$ cat src/rtl/decode_queue_pkg.sv
// rtl/decode_queue_pkg.sv - shared decode types, field positions and the empty-record default
package decode_queue_pkg;

    localparam int TYPE_LSB    = 0;
    localparam int SUBTYPE_LSB = 2;
    localparam int REG_LSB     = 5;
    localparam int IMM_LSB     = 8;

    typedef enum logic [2:0] {
        ALU_SL, ALU_SR, ALU_ADD, ALU_SUB, ALU_AND, ALU_OR, ALU_XOR, ALU_MUL
    } alu_operation_t;

    typedef enum logic {ALU_RX, ALU_IMMEDIATE} alu_operand_t;

    typedef enum logic {RF_MUX_ALU, RF_MUX_MEM} rf_mux_src_t;

    typedef enum logic [1:0] {CORE_NOP, CORE_HALT, CORE_RESET} core_special_operation_t;

    typedef enum logic [1:0] {RASTER_CMD_FILL, RASTER_CMD_POINT, RASTER_CMD_LINE} raster_command_t;

    // The immediate is width-parametrised, so it travels beside this record in the queue.
    typedef struct packed {
        logic [1:0]              inst_type;
        logic [2:0]              inst_subtype;
        logic [2:0]              rf_write_addr;
        logic [2:0]              rx_addr;
        alu_operation_t          alu_operation;
        alu_operand_t            alu_operand;
        rf_mux_src_t             rf_mux_src;
        core_special_operation_t core_special_op;
        raster_command_t         gpu_command;
        logic                    submit;
        logic                    illegal;
    } decoded_inst_t;

    localparam decoded_inst_t DECODE_EMPTY_DEFAULT = '{
        inst_type:       2'd0,
        inst_subtype:    3'd0,
        rf_write_addr:   3'd0,
        rx_addr:         3'd0,
        alu_operation:   ALU_SL,
        alu_operand:     ALU_RX,
        rf_mux_src:      RF_MUX_ALU,
        core_special_op: CORE_NOP,
        gpu_command:     RASTER_CMD_FILL,
        submit:          1'b0,
        illegal:         1'b0
    };

endpackage

$ cat src/rtl/decode_queue_fifo.sv
// rtl/decode_queue_fifo.sv - DEPTH x WIDTH register FIFO with count, pointer wrap and flush
module decode_queue_fifo #(
    parameter int WIDTH = 8,
    parameter int DEPTH = 2
) (
    input  logic             clk,
    input  logic             rst,
    input  logic             flush,
    input  logic             wr_valid,
    input  logic [WIDTH-1:0] wr_data,
    output logic             wr_ready,
    output logic             rd_valid,
    output logic [WIDTH-1:0] rd_data,
    input  logic             rd_ready
);

    localparam int PTR_W = (DEPTH > 1) ? $clog2(DEPTH) : 1;
    localparam int CNT_W = $clog2(DEPTH + 1);

    logic [WIDTH-1:0] mem_q [DEPTH];
    logic [WIDTH-1:0] mem_d [DEPTH];
    logic [PTR_W-1:0] wr_ptr_q, wr_ptr_d, rd_ptr_q, rd_ptr_d;
    logic [CNT_W-1:0] count_q, count_d;
    logic             wr_fire, rd_fire;

    function automatic logic [PTR_W-1:0] ptr_inc(input logic [PTR_W-1:0] p);
        return (p == PTR_W'(DEPTH - 1)) ? '0 : p + 1'b1;
    endfunction

    // Readiness depends only on stored count and flush, never on the consumer side.
    assign wr_ready = (count_q < CNT_W'(DEPTH)) & ~flush;
    assign rd_valid = (count_q != '0);
    assign rd_data  = mem_q[rd_ptr_q];
    assign wr_fire  = wr_valid & wr_ready;
    assign rd_fire  = rd_valid & rd_ready & ~flush;

    always_comb begin
        mem_d    = mem_q;
        wr_ptr_d = wr_ptr_q;
        rd_ptr_d = rd_ptr_q;
        count_d  = count_q;
        if (flush) begin
            wr_ptr_d = '0;
            rd_ptr_d = '0;
            count_d  = '0;
        end else begin
            if (wr_fire) begin
                mem_d[wr_ptr_q] = wr_data;
                wr_ptr_d        = ptr_inc(wr_ptr_q);
            end
            if (rd_fire) begin
                rd_ptr_d = ptr_inc(rd_ptr_q);
            end
            count_d = count_q + CNT_W'(wr_fire) - CNT_W'(rd_fire);
        end
    end

    always_ff @(posedge clk or posedge rst) begin
        if (rst) begin
            for (int i = 0; i < DEPTH; i++) begin
                mem_q[i] <= '0;
            end
            wr_ptr_q <= '0;
            rd_ptr_q <= '0;
            count_q  <= '0;
        end else begin
            mem_q    <= mem_d;
            wr_ptr_q <= wr_ptr_d;
            rd_ptr_q <= rd_ptr_d;
            count_q  <= count_d;
        end
    end

endmodule

$ cat src/rtl/decode_queue.sv
// rtl/decode_queue.sv - single-cycle instruction decode feeding a DEPTH-entry record queue
module decode_queue
    import decode_queue_pkg::*;
#(
    parameter int INST_WIDTH = 16,
    parameter int DEPTH      = 2
) (
    input  logic                    clk,
    input  logic                    rst,
    input  logic                    flush,
    input  logic                    inst_valid,
    input  logic [INST_WIDTH-1:0]   inst,
    output logic                    inst_ready,
    output logic                    dec_valid,
    input  logic                    dec_ready,
    output logic [INST_WIDTH-9:0]   immediate,
    output logic [1:0]              inst_type,
    output logic [2:0]              inst_subtype,
    output logic [2:0]              rf_write_addr,
    output logic [2:0]              rX_addr,
    output alu_operation_t          alu_operation,
    output alu_operand_t            alu_operand,
    output rf_mux_src_t             rf_mux_src,
    output core_special_operation_t core_special_op,
    output raster_command_t         gpu_command,
    output logic                    gpu_submit,
    output logic                    illegal
);

    localparam int IMM_WIDTH = INST_WIDTH - 8;
    localparam int REC_WIDTH = IMM_WIDTH + $bits(decoded_inst_t);

    decoded_inst_t          dec_rec, fifo_rec, head_rec;
    logic [IMM_WIDTH-1:0]   fifo_imm;
    logic [REC_WIDTH-1:0]   fifo_rd_data;
    logic [1:0]             f_type;
    logic [2:0]             f_sub, f_reg;

    assign f_type = inst[TYPE_LSB +: 2];
    assign f_sub  = inst[SUBTYPE_LSB +: 3];
    assign f_reg  = inst[REG_LSB +: 3];

    always_comb begin
        dec_rec               = DECODE_EMPTY_DEFAULT;
        dec_rec.inst_type     = f_type;
        dec_rec.inst_subtype  = f_sub;
        dec_rec.alu_operation = alu_operation_t'(f_sub);
        case (f_type)
            2'b11: dec_rec.alu_operand = ALU_IMMEDIATE;
            2'b10: begin
                dec_rec.rf_write_addr = f_reg;
                dec_rec.rx_addr       = f_reg;
            end
            2'b01: begin
                if (f_sub == 3'b000) begin
                    dec_rec.rf_write_addr = f_reg;
                end else begin
                    dec_rec.rx_addr = f_reg;
                    if (f_sub == 3'b001) dec_rec.rf_mux_src = RF_MUX_MEM;
                end
            end
            default: ;
        endcase
        if (f_type == 2'b00 && f_sub == 3'b111) begin
            case (f_reg)
                3'b000:  dec_rec.core_special_op = CORE_NOP;
                3'b001:  dec_rec.core_special_op = CORE_HALT;
                3'b111:  dec_rec.core_special_op = CORE_RESET;
                default: dec_rec.illegal         = 1'b1;
            endcase
        end
        // Only a legal raster op carries the submit bit; it is acted on at dequeue time.
        if (f_type == 2'b11 && f_sub == 3'b111) begin
            case (f_reg)
                3'b000: begin dec_rec.gpu_command = RASTER_CMD_FILL;  dec_rec.submit = 1'b1; end
                3'b001: begin dec_rec.gpu_command = RASTER_CMD_POINT; dec_rec.submit = 1'b1; end
                3'b010: begin dec_rec.gpu_command = RASTER_CMD_LINE;  dec_rec.submit = 1'b1; end
                default: dec_rec.illegal = 1'b1;
            endcase
        end
    end

    decode_queue_fifo #(
        .WIDTH (REC_WIDTH),
        .DEPTH (DEPTH)
    ) u_fifo (
        .clk      (clk),
        .rst      (rst),
        .flush    (flush),
        .wr_valid (inst_valid),
        .wr_data  ({inst[INST_WIDTH-1:IMM_LSB], dec_rec}),
        .wr_ready (inst_ready),
        .rd_valid (dec_valid),
        .rd_data  (fifo_rd_data),
        .rd_ready (dec_ready)
    );

    assign {fifo_imm, fifo_rec} = fifo_rd_data;
    assign head_rec  = dec_valid ? fifo_rec : DECODE_EMPTY_DEFAULT;
    assign immediate = dec_valid ? fifo_imm : '0;

    assign inst_type       = head_rec.inst_type;
    assign inst_subtype    = head_rec.inst_subtype;
    assign rf_write_addr   = head_rec.rf_write_addr;
    assign rX_addr         = head_rec.rx_addr;
    assign alu_operation   = head_rec.alu_operation;
    assign alu_operand     = head_rec.alu_operand;
    assign rf_mux_src      = head_rec.rf_mux_src;
    assign core_special_op = head_rec.core_special_op;
    assign gpu_command     = head_rec.gpu_command;
    assign illegal         = head_rec.illegal;
    assign gpu_submit      = dec_valid & dec_ready & head_rec.submit & ~flush;

endmodule

$ cat config.mk
export PLATFORM = sky130hd
export DESIGN_NAME = decode_queue
export DESIGN_NICKNAME = d
export VERILOG_FILES = /design/src/rtl/decode_queue_pkg.sv /design/src/rtl/decode_queue_fifo.sv /design/src/rtl/decode_queue.sv
export SDC_FILE = /design/constraint.sdc
export NUM_CORES = 1
export LEC_CHECK = 0
export CORE_AREA = 5 5 112 61
export DETAILED_ROUTE_END_ITERATION = 6
export DIE_AREA = 0 0 117 66
export GPL_ROUTABILITY_DRIVEN = 1
export HOLD_SLACK_MARGIN = 0.15
export PLACE_DENSITY_LB_ADDON = 0.2
export SLEW_MARGIN = 20
export SYNTH_ARGS = -nofsm -noshare
export SYNTH_HDL_FRONTEND = slang
export SYNTH_SLANG_ARGS = --single-unit
$ cat constraint.sdc
create_clock -name clk -period 2.2 [get_ports clk]
set_clock_uncertainty 0.15 [all_clocks]
set_input_delay 0.44 -clock clk [delete_from_list [all_inputs] [get_ports clk]]
set_output_delay 0.44 -clock clk [all_outputs]
set_load 0.02 [all_outputs]
* Yosys cells after proc, flatten, opt, wreduce, memory -nomap -nowiden
Cells that the tools add are included.
** Cells by class
- $add $sub $neg :: 4
- Multipliers :: 0
- Divide/modulo/power cells :: 0
- Magnitude comparators :: 4
- Equality and inequality tests :: 8
- Shifts and indexed selects :: 0
- Mux-type cells :: 29
- Bitwise gates (word level) :: 9
- Reduce and logical (&&, ||, !) cells :: 12
** Operators with widths (count)
- $mux W30 :: 4
- $bwmux W60 :: 1
- $demux W30 S1 :: 1
- $mux W22 :: 1
- $mux W1 :: 13
- $pmux W6 S2 :: 1
- $pmux W3 S3 :: 1
- $mux W8 :: 1
- $and A1 B1 Y1 :: 6
- $eq A3 B1 Y1 const B :: 2
- $eq A3 B3 Y1 const B :: 2
- $logic_not A3 Y1 :: 2
- $mux W3 :: 2
- $reduce_bool A2 Y1 :: 3
- $reduce_or A3 Y1 :: 2
- $eq A2 B2 Y1 const B :: 2
- $ge A2 B2 Y1 const B :: 2
- $mux W2 :: 2
- $mux W4 :: 1
- $not A1 Y2 :: 2
- $pmux W2 S2 :: 1
- $eq A3 B2 Y1 const B :: 1
- $logic_and A1 B1 Y1 :: 3
- $add A1 B1 Y1 const B :: 2
- other kinds (8) :: 8
** Storage, ports and cells
- Register bits :: 64
- Bits in latches :: 0
- Bits in writable memories :: 0
- Memory bits (read-only) :: 0
- Input bits :: 21
- Output and inout bits :: 32
- Logic and storage cells :: 71
- Memories kept :: 0

* Depth between registers and ports, before layout
Gate-level depths: netlist (run 1).
- Depth after elaboration :: 7
- Depth in mapped cells :: 9
- Depth with buffers taken out :: 8

* Modules after synthesis
Synthesis (run 1) repeated with hierarchy kept, for this count alone.
** Unflattened totals
- Cell total of the unflattened synthesis :: 251
- Area total of the unflattened synthesis :: 3373.2 sq um
** By module, submodules not included
- decode_queue_fifo :: instances 1, cells each 183, area an instance 2964.1 sq um, sequential area each 1601.5 sq um
- decode_queue :: instances 1, cells each 68, area an instance 409.1 sq um, sequential area each 0.0 sq um

* Worst setup path after synthesis (run 1)
Ideal clock, no wire load.
- Path kind :: flip-flop to output port
- Start :: register u_fifo.count_q[1]
- End :: output port inst_subtype[0]
- Data arrival time :: 1.477 ns
- Required time :: 1.610 ns
- Path slack :: 0.133 ns
- Cell stages (with the launch flop) :: 6
- Buffers on the path :: 3
- Cell sequence :: dfrtp_1 -> buf_6 -> nor2_1 -> clkbuf_1 -> nor2_1 -> buf_4
** Between the ends
- Word-level cells in the longest chain between the ends :: 2
** Ends and longest elaborated chain
- start, declared :: RTL line decode_queue_fifo.sv:23 : logic [CNT_W-1:0] count_q, count_d;
- start signal, assigned :: RTL line decode_queue_fifo.sv:70 : count_q <= count_d;
- $reduce_bool A2 Y1 :: RTL line decode_queue_fifo.sv:32 : assign rd_valid = (count_q != '0);
- $mux W22 :: RTL line decode_queue.sv:99 : assign head_rec = dec_valid ? fifo_rec : DECODE_EMPTY_DEFAULT;
- end, declared :: RTL line decode_queue.sv:18 : output logic [2:0] inst_subtype,
Every way passes these cells.

* Final worst setup path (run 1)
- Start :: register u_fifo.rd_ptr_q
- End :: output port illegal
** Between the ends
- Word-level cells in the longest chain between the ends :: 5
** Ends and longest elaborated chain
- start, declared :: RTL line decode_queue_fifo.sv:22 : logic [PTR_W-1:0] wr_ptr_q, wr_ptr_d, rd_ptr_q, rd_ptr_d;
- start signal, assigned :: RTL line decode_queue_fifo.sv:69 : rd_ptr_q <= rd_ptr_d;
- $not A1 Y2 (not written as such) :: RTL line decode_queue_fifo.sv:33 : assign rd_data = mem_q[rd_ptr_q];
- $mux W30 (not written as such) (3 in series) :: RTL line decode_queue_fifo.sv:33
- $mux W22 :: RTL line decode_queue.sv:99
- end, declared :: RTL line decode_queue.sv:27 : output logic illegal
Every way passes these cells. The select of a mux whose other input is x is not followed.

==> results of run 1 <==
-- cell usage after synthesis, types with 3 or more instances --
master	n
dfrtp_1	58
mux2i_1	27
buf_2	7
nor2_1	42
o21ai_0	15
buf_4	3
nor3_1	3
a31oi_1	3
inv_1	7
buf_6	3
nand2_1	89
o31ai_1	7
clkbuf_1	9
ha_1	6
a22o_1	6
mux2_2	4
-- how the worst min path moves through the flow --
stage | startpoint | end | cells after the start
floorplan | u_fifo.mem_q[48] | u_fifo.mem_q[48] | 2
global placement | u_fifo.mem_q[37] | u_fifo.mem_q[37] | 2
detailed placement | u_fifo.mem_q[18] | u_fifo.mem_q[18] | 2
CTS | u_fifo.mem_q[18] | u_fifo.mem_q[18] | 2
global route | u_fifo.mem_q[47] | u_fifo.mem_q[47] | 2
finish | u_fifo.mem_q[47] | u_fifo.mem_q[47] | 2
-- through the flow --
step	instances	area (um2)	TNS, ns
3_5_place_dp	441	3620	-4.33
3_3_place_gp	441	3620	-3.65
4_1_cts	456	3860	0
6_report	457	3870	0
2_1_floorplan	313	2890	0
5_1_grt	457	3870	-0.117
-- sequential cells by signal, indices dropped and copies added, names as in the netlist --
signal / flops
u_fifo.count_q: 2
u_fifo.rd_ptr_q: 1
u_fifo.mem_q: 54
u_fifo.wr_ptr_q: 1
-- layout make-up --
cell class | count | share of cell area (%)
clock buffer | 12 | 6.37
clock inverter | 3 | 1.03
inverter | 7 | 0.679
multi-input combinational | 226 | 33.4
sequential | 58 | 37.5
tap | 77 | 2.49
timing repair buffer | 74 | 18.5
-- cell families (layout without fill, tap and decap cells) --
logic type,count (synthesis),count (layout)
simple gates,153,153
flops,58,58
compound gates,33,33
mux,31,31
buf+inv,29,96
fa+ha+maj,6,6
xor+xnor,3,3
-- worst max-delay path: stages, from the launching register on --
cell and delay [ns]:
dfrtp_2 0.43, buf_12 0.19, mux2i_1 0.24, nor2_1 0.06, dlygate4sd2_1 0.32
-- metal layers --
| metal | wire length, um | track usage (%) | up-vias |
|---|---|---|---|
| li1 | - | - | 1164 |
| met1 | 3510 | 27.9 | 1124 |
| met2 | 3070 | 29.1 | 48 |
| met3 | 378 | 5.67 | 2 |
| met4 | 21 | 5.58 | 0 |
| met5 | 0 | 0 | - |
-- timing repair --
action | in CTS | in global routing
setup endpoints to repair | 32 | 19
pin swaps | 0 | 0
resized for setup | 32 | 19
gates cloned | 0 | 1
setup buffers | 0 | 0
-- power by group through the flow --
stage	clock network, mW	logic, mW	registers, mW
global route	1.41	1.16	1.52
CTS	1.34	1.03	1.48
detailed placement	0	1.09	1.49
floorplan	0	0.697	1.45
finish	1.33	1.04	1.49
global placement	0	1.06	1.49
==> impl_metrics.py, run 1 <==
metrics = {
    "cts": {
        "clkSinkCount": 58,
        "root_buffer": "clkbuf_16",
        "path_clk_slew_ns": 0.05,
        "clock_latency_ns": 0.32,
        "cts_made_buffers": 9,
        "cts_tree": "yes",
        "htreeDepth": 3,
        "cts_hold_buffers": 0,
        "cts_buffer_depth": 2,
    },
    "critical_path": {
        "startpoint": "u_fifo.rd_ptr_q",
        "endpoint_kind": "output port",
        "cp_max_fo": 13,
        "crit_arrival_ns": 1.56,
        "r2r_end": "u_fifo.count_q[1]",
        "rr_worst_depth": 9,
        "start_kind": "flop",
        "r2r_slack_ns": 0.22,
        "worst-setup-path-type": "flop to output port",
        "cp.required_ns": 1.61,
        "crit_path_end": "illegal",
        "r2r-start": "u_fifo.count_q[1]",
    },
    "yosys": {
        "netlist_area_mm2": 0.00289,
        "synth_fa_ha_area_share_pct": 2.60,
        "ys_types": 33,
        "synthTopCellsByArea": "dfrtp_1 (50%), nand2_1 (12%), mux2i_1 (9.4%)",
        "synthXorXnorAreaFrac_pct": 0.911,
        "yosys.area_share.simple_pct": 22.6,
        "syn_area_per_cell_um2": 9.22,
        "yosysSeqAreaShare_pct": 50.3,
        "synth_nets": 340,
        "synth_top_cell_area_share_pct": 50.3,
        "synth_warnings": 0,
        "synthMuxAreaShare_pct": 10.9,
        "synth-seq-cells": 58,
        "synth_top_family_by_area": "simple AND/OR/NAND/NOR gates",
        "syn-instance-count": 313,
        "synth_ff_type": "dfrtp_1",
        "synth-compound-area-share_pct": 7.37,
        "synth.largest_area_cell": "dfrtp_1",
        "synth_edf_count": 0,
        "synthArstFlopShare_pct": 100,
    },
    "sta": {
        "relSlewSlack_pct": 69.9,
        "final-hold-violation-count": 0,
        "finalWorstSetupSlack_ns": 0.0544,
        "setup_viol": 0,
        "finalCritPeriodShare_pct": 97.5,
        "period_needed_ns": 2.15,
        "fmaxAchievable_mhz": 466,
        "slew_viol_final": 0,
        "timing.hold.ws_ns": 0.320,
        "worst_slew_pin_slew_ns": 0.451,
        "rsz0062_at_grt": "yes",
    },
    "power_and_ir_drop": {
        "switching_share_pct": 30.4,
        "cellLeakagePower_nw": 1.89,
        "power_frac_seq_pct": 38.7,
        "p_sw_mw": 1.17,
        "vdd_ir_drop_max_mv": 0.537,
        "combPwrFrac_pct": 26.9,
        "powerDensity_mw_per_mm2": 995,
        "clockPowerShare_pct": 34.4,
        "power_mw": 3.85,
        "internal_power_mw": 2.68,
    },
    "grt": {
        "grt_first_pass_wirelength_mm": 11.7,
        "grt_max_degree": 59,
        "grt_pass1_vias": 2338,
        "grt_overflow": 0,
        "track_usage_pct": 19.6,
        "grt_antenna_before_repair": 0,
    },
    "layout": {
        "syn_to_final_growth_pct": 34.2,
        "final_common_cell": "nand2_1",
        "finish.net_count": 403,
        "drive_above_1_share_pct": 14.5,
        "seq_area_mm2": 0.00145,
        "layout_common_cells": "nand2_1 (89), dfrtp_1 (57), nor2_1 (41)",
        "final_core_util_pct": 66.7,
        "multiInputGateArea_mm2": 0.00129,
        "fillCellCount": 505,
        "num_antenna_cells": 0,
    },
    "place": {
        "dp_slack_ns": -0.214,
        "dp_hpwl_mm": 4.59,
        "globalplace.congestion": 0.769,
        "port_buffers": 52,
    },
    "routing": {
        "drc_errors": 0,
        "vias": 2338,
        "drt-initial-drc-count": 150,
        "wl_per_cell_um": 15.3,
        "drt_first_pass_iters": 4,
        "routed_wl_mm": 6.98,
        "vias_per_cell": 5.12,
        "detail-route-antenna-nets": 0,
    },
    "run": {
        "max_cap_viol_count": 0,
    },
    "die": {
        "fp.dieW_um": 117,
        "core-area_mm2": 0.00581,
        "rows": 20,
        "start_util_pct": 49.7,
        "io_pins": 53,
        "die_y_um": 66,
        "die_area_mm2": 0.00772,
    },
    "run_status": {
        "status": "complete, no violations",
    },
    "worst_hold_path": {
        "hold_path_class": "flop to flop",
    },
}
No activity file was read; power rests on OpenSTA's default activity.
==> inputs of run 2 (changes only) <==
--- a/config.mk
+++ b/config.mk
@@ -11,6 +11,7 @@
 export GPL_ROUTABILITY_DRIVEN = 1
 export HOLD_SLACK_MARGIN = 0.15
 export PLACE_DENSITY_LB_ADDON = 0.2
+export RECOVER_POWER = 50
 export SLEW_MARGIN = 20
 export SYNTH_ARGS = -nofsm -noshare
 export SYNTH_HDL_FRONTEND = slang
==> impl_metrics.py, run 2 (synthesized netlist as in run 1, its figures left out) <==
metrics = {
    "run_status": {
        "status": "complete, no violations",
    },
    "critical_path": {
        "endpoint_kind": "output port",
        "r2r_slack_ns": 0.19,
        "cp.required_ns": 1.61,
        "crit_arrival_ns": 1.57,
        "worst-setup-path-type": "flop to output port",
        "start_kind": "flop",
        "crit_slowest_cell": "dfrtp_2",
        "crit_chain": "buf_12 -> mux2i_1 -> nor2_1 -> dlygate4sd2_1",
        "cp_max_fo": 13,
        "cpLargestDelayFamily": "buffers and inverters",
        "slowest_delay_ns": 0.44,
        "cp_num_buf_inv": 2,
    },
    "sta": {
        "finalCritPeriodShare_pct": 98.1,
        "slew_viol_final": 0,
        "fmaxAchievable_mhz": 463,
        "worst_slew_pin_slew_ns": 1.27,
        "tns_ns": 0,
        "period_needed_ns": 2.16,
        "final-hold-violation-count": 0,
        "setup_viol": 0,
        "rsz0062_at_grt": "yes",
        "finalWorstSetupSlack_ns": 0.0413,
        "relSlewSlack_pct": 15.2,
    },
    "power_and_ir_drop": {
        "vdd_ir_drop_max_mv": 0.539,
        "powerDensity_mw_per_mm2": 1000,
        "cellLeakagePower_nw": 1.87,
    },
    "place": {
        "port_buffers": 52,
        "dp_slack_ns": -0.214,
        "globalplace.congestion": 0.769,
        "placed_cell_area_mm2": 0.00362,
        "dp_hpwl_mm": 4.59,
    },
    "routing": {
        "detail-route-antenna-nets": 0,
        "routed_wl_mm": 7.03,
        "wl_per_cell_um": 15.4,
        "vias": 2377,
        "drt-initial-drc-count": 164,
        "drc_errors": 0,
        "vias_per_cell": 5.20,
        "drt_first_pass_iters": 4,
    },
    "layout": {
        "syn_to_final_growth_pct": 33.1,
        "fillCellCount": 509,
        "drive_above_1_share_pct": 13.9,
        "reg_top3": "u_fifo.mem_q (54), u_fifo.count_q (2)",
        "finish.net_count": 403,
        "layout_common_cells": "nand2_1 (89), dfrtp_1 (57), nor2_1 (41)",
        "final_common_cell": "nand2_1",
        "final_area_mm2": 0.00384,
        "final_core_util_pct": 66.2,
        "largest_register_ff_count": 54,
        "num_antenna_cells": 0,
        "top_register": "u_fifo.mem_q",
    },
    "cts": {
        "cts_setup_buffers": 0,
        "cts_hold_buffers": 0,
        "root_buffer": "clkbuf_16",
        "path_clk_slew_ns": 0.05,
        "cts_buffer_depth": 2,
        "htreeDepth": 3,
        "clkSinkCount": 58,
        "cts_tree": "yes",
        "cts_made_buffers": 9,
        "clock_latency_ns": 0.32,
    },
    "die": {
        "fp.dieW_um": 117,
        "rows": 20,
        "start_util_pct": 49.7,
        "die_y_um": 66,
        "die_area_mm2": 0.00772,
        "core-area_mm2": 0.00581,
        "io_pins": 53,
    },
    "grt": {
        "grt_first_pass_wirelength_mm": 11.7,
        "grt_pass1_vias": 2338,
        "grt_max_degree": 59,
        "track_usage_pct": 19.6,
        "grt_overflow": 0,
        "grt_antenna_before_repair": 0,
    },
    "worst_hold_path": {
        "hold_path_class": "flop to flop",
    },
    "run": {
        "max_cap_viol_count": 0,
    },
}
run 2: changes by cell type in the layout (fill, tap and decap cells not counted):
cell	delta
buf_12	-2
buf_4	-2
clkbuf_4	+2
buf_2	+1
clkbuf_1	+1
clkdlybuf4s50_1	-1
clkinv_1	+1
dlygate4sd3_1	+1
inv_2	-1
run 2: power by group:
part / leakage, nW / switching, mW / internal [mW]
logic: 0.972 / 0.583 / 0.446
registers: 0.758 / 0.158 / 1.33
clock network: 0.142 / 0.434 / 0.895
total: 1.87 / 1.17 / 2.67
run 2: repair_timing:
| item | in CTS | in global routing |
|---|---|---|
| hold endpoints to repair | 0 | 0 |
| gates cloned | 0 | 1 |
| gates resized for setup | 32 | 19 |
| setup endpoints to repair | 32 | 19 |
run 2: through the flow:
step / total power, mW / hold slack [ns] / std cells
2_1_floorplan: 2.14 / 0.295 / 313
3_3_place_gp: 2.55 / 0.308 / 441
3_5_place_dp: 2.58 / 0.313 / 441
4_1_cts: 3.86 / 0.325 / 456
5_1_grt: 4.08 / 0.350 / 457
6_report: 3.85 / 0.323 / 457
run 2: routing by layer:
metal | up-vias | routed length [um] | track usage, %
li1 | 1165 | - | -
met1 | 1151 | 3550 | 27.9
met2 | 57 | 3130 | 29.1
met3 | 4 | 316 | 5.67
met4 | 0 | 34 | 5.58
met5 | - | 0 | 0
run 2: tightest hold or removal path, stage by stage, from the launching register on:
cell	delay, ns
dfrtp_1	0.34
nand2_1	0.04
o21ai_0	0.06
run 2: layout make-up:
cell class | count | area [um2] | area share (%)
inverters | 7 | 26.3 | 0.684
clock inverters | 3 | 40.0 | 1.04
repair buffers | 74 | 684 | 17.8
multi-input cells | 226 | 1290 | 33.7
well taps | 77 | 96.3 | 2.51
flip-flops and latches | 58 | 1450 | 37.8
clock buffers | 12 | 246 | 6.42
run 2: path summary, 6_finish.rpt:
path                       depth (start not counted)                 to         startpoint
max reg2reg                                        9  u_fifo.count_q[1]  u_fifo.count_q[1]
min reg2reg                                        2   u_fifo.mem_q[47]   u_fifo.mem_q[47]
max                                                4            illegal    u_fifo.rd_ptr_q
min                                                2   u_fifo.mem_q[47]   u_fifo.mem_q[47]
min in group asynchronous                          3   u_fifo.mem_q[25]                rst
max in group asynchronous                          3    u_fifo.rd_ptr_q                rst
==> inputs of run 3 (changes only) <==
--- a/config.mk
+++ b/config.mk
@@ -10,7 +10,7 @@
 export DIE_AREA = 0 0 117 66
 export GPL_ROUTABILITY_DRIVEN = 1
 export HOLD_SLACK_MARGIN = 0.15
-export PLACE_DENSITY_LB_ADDON = 0.2
+export PLACE_DENSITY = 0.82
 export RECOVER_POWER = 50
 export SLEW_MARGIN = 20
 export SYNTH_ARGS = -nofsm -noshare
==> impl_metrics.py, run 3 (synthesized netlist as in run 1, its figures left out) <==
metrics = {
    "run_status": {
        "status": "complete, no violations",
    },
    "place": {
        "port_buffers": 52,
        "dp_hpwl_mm": 4.79,
        "placed_cell_area_mm2": 0.00364,
        "globalplace.congestion": 0.761,
    },
    "critical_path": {
        "r2r-start": "u_fifo.count_q[1]",
        "endpoint_kind": "output port",
        "cp.required_ns": 1.61,
        "r2r_end": "u_fifo.count_q[1]",
        "cp_num_buf_inv": 2,
        "start_kind": "flop",
        "rr_worst_depth": 9,
        "crit_arrival_ns": 1.60,
        "crit_chain": "buf_12 -> mux2i_2 -> nor2_1 -> dlygate4sd2_1",
        "r2r_slack_ns": 0.23,
        "worst-setup-path-type": "flop to output port",
        "slowest_delay_ns": 0.47,
        "cpLargestDelayFamily": "buffers and inverters",
        "cp_max_fo": 10,
        "crit_slowest_cell": "dfrtp_2",
    },
    "cts": {
        "cts_buffer_depth": 2,
        "root_buffer": "clkbuf_16",
        "cts_tree": "yes",
        "clock_latency_ns": 0.32,
        "cts_made_buffers": 9,
        "htreeDepth": 3,
        "cts_hold_buffers": 0,
        "path_clk_slew_ns": 0.05,
        "clkSinkCount": 58,
    },
    "layout": {
        "seq_area_mm2": 0.00145,
        "drive_above_1_share_pct": 18.9,
        "num_antenna_cells": 0,
        "top_register": "u_fifo.mem_q",
        "layout_common_cells": "nand2_1 (89), dfrtp_1 (57), nor2_1 (40)",
        "final_common_cell": "nand2_1",
        "finish.net_count": 408,
        "reg_top3": "u_fifo.mem_q (54), u_fifo.count_q (2)",
        "syn_to_final_growth_pct": 36.2,
        "final_area_mm2": 0.00393,
        "multiInputGateArea_mm2": 0.00133,
        "largest_register_ff_count": 54,
        "fillCellCount": 463,
    },
    "die": {
        "io_pins": 53,
        "die_area_mm2": 0.00772,
        "core-area_mm2": 0.00581,
        "die_y_um": 66,
        "start_util_pct": 49.7,
        "fp.dieW_um": 117,
        "rows": 20,
    },
    "grt": {
        "track_usage_pct": 20.5,
        "grt_pass1_vias": 2497,
        "grt_first_pass_wirelength_mm": 12.1,
        "grt_overflow": 0,
        "grt_antenna_before_repair": 0,
        "grt_max_degree": 45,
    },
    "sta": {
        "relSlewSlack_pct": 58.7,
        "slew_viol_final": 0,
        "fmaxAchievable_mhz": 457,
        "final-hold-violation-count": 0,
        "finalCritPeriodShare_pct": 99.6,
        "rsz0062_at_grt": "yes",
        "period_needed_ns": 2.19,
        "worst_slew_pin_slew_ns": 0.620,
        "setup_viol": 0,
        "tns_ns": 0,
    },
    "routing": {
        "routed_wl_mm": 7.46,
        "drt-initial-drc-count": 179,
        "wl_met2_mm": 3.44,
        "vias": 2427,
        "drc_errors": 0,
        "wl_met1_mm": 3.45,
        "wl_per_cell_um": 16.1,
        "route.top_layer_used": "met4",
        "vias_per_cell": 5.24,
        "drt_first_pass_iters": 4,
        "detail-route-antenna-nets": 0,
        "wl_met3_um": 493,
    },
    "power_and_ir_drop": {
        "cellLeakagePower_nw": 1.88,
        "powerDensity_mw_per_mm2": 1040,
        "vdd_ir_drop_max_mv": 0.485,
    },
    "worst_hold_path": {
        "hold_path_class": "flop to flop",
        "min-delay-start": "u_fifo.mem_q[48]",
        "hold_end": "u_fifo.mem_q[48]",
        "hold_depth": 2,
    },
    "run": {
        "max_cap_viol_count": 0,
    },
}
## run 3: timing repair
| action | 4_1_cts | 5_1_grt |
|---|---|---|
| resized for setup | 38 | 47 |
| gates cloned | 0 | 1 |
| buffers inserted | 0 | 1 |
| endpoints found under the setup margin | 32 | 20 |
## run 3: report_power, final
| group | internal (mW) | leakage [nW] | switching [mW] |
|---|---|---|---|
| clock | 1.01 | 0.162 | 0.479 |
| combinational | 0.469 | 0.961 | 0.606 |
| sequential | 1.33 | 0.758 | 0.173 |
| total | 2.81 | 1.88 | 1.26 |
## run 3: routing by layer
layer	track usage, %	up-vias
met5	0	-
met3	6.40	11
met1	28.1	1171
li1	-	1163
met4	7.87	0
met2	30.5	82
## run 3: worst max-delay path by stage
stage | start | end | cells after the start
after floorplan | u_fifo.count_q[1] | inst_subtype[0] | 5
after global placement | dec_ready | gpu_submit | 4
after detailed placement | dec_ready | gpu_submit | 4
after CTS | u_fifo.rd_ptr_q | rf_write_addr[0] | 4
after global routing | u_fifo.rd_ptr_q | rf_write_addr[0] | 4
final | u_fifo.rd_ptr_q | rf_write_addr[0] | 4
## run 3: per-stage QoR
| step | utilization [%] | power (mW) | worst slack, ns | std cells | hold WS (ns) |
|---|---|---|---|---|---|
| global route | 67.7 | 4.29 | -0.0341 | 463 | 0.341 |
| detailed placement | 62.6 | 2.59 | -0.334 | 445 | 0.313 |
| global placement | 62.6 | 2.54 | -0.192 | 445 | 0.306 |
| finish | 67.7 | 4.07 | 0.00970 | 463 | 0.322 |
| floorplan | - | 2.14 | 0.133 | 313 | 0.295 |
| CTS | 67.7 | 4.04 | -0.0114 | 461 | 0.250 |
## run 3: worst register-to-register path: stages, from the launching register on
cell and delay [ns]:
dfrtp_1 0.41, o21ai_1 0.22, buf_4 0.16, nor2_1 0.04
ha_1 0.26, inv_1 0.04, ha_1 0.19, xor2_1 0.15
and2_1 0.15, nor3_1 0.12
## run 3: final cells by class
type / count / share of cell area, %
multi-input cells: 226 / 33.9
clock inverters: 6 / 2.04
inverters: 7 / 0.669
clock buffers: 10 / 6.08
repair buffers: 79 / 17.9
well taps: 77 / 2.45
flip-flops and latches: 58 / 37.0
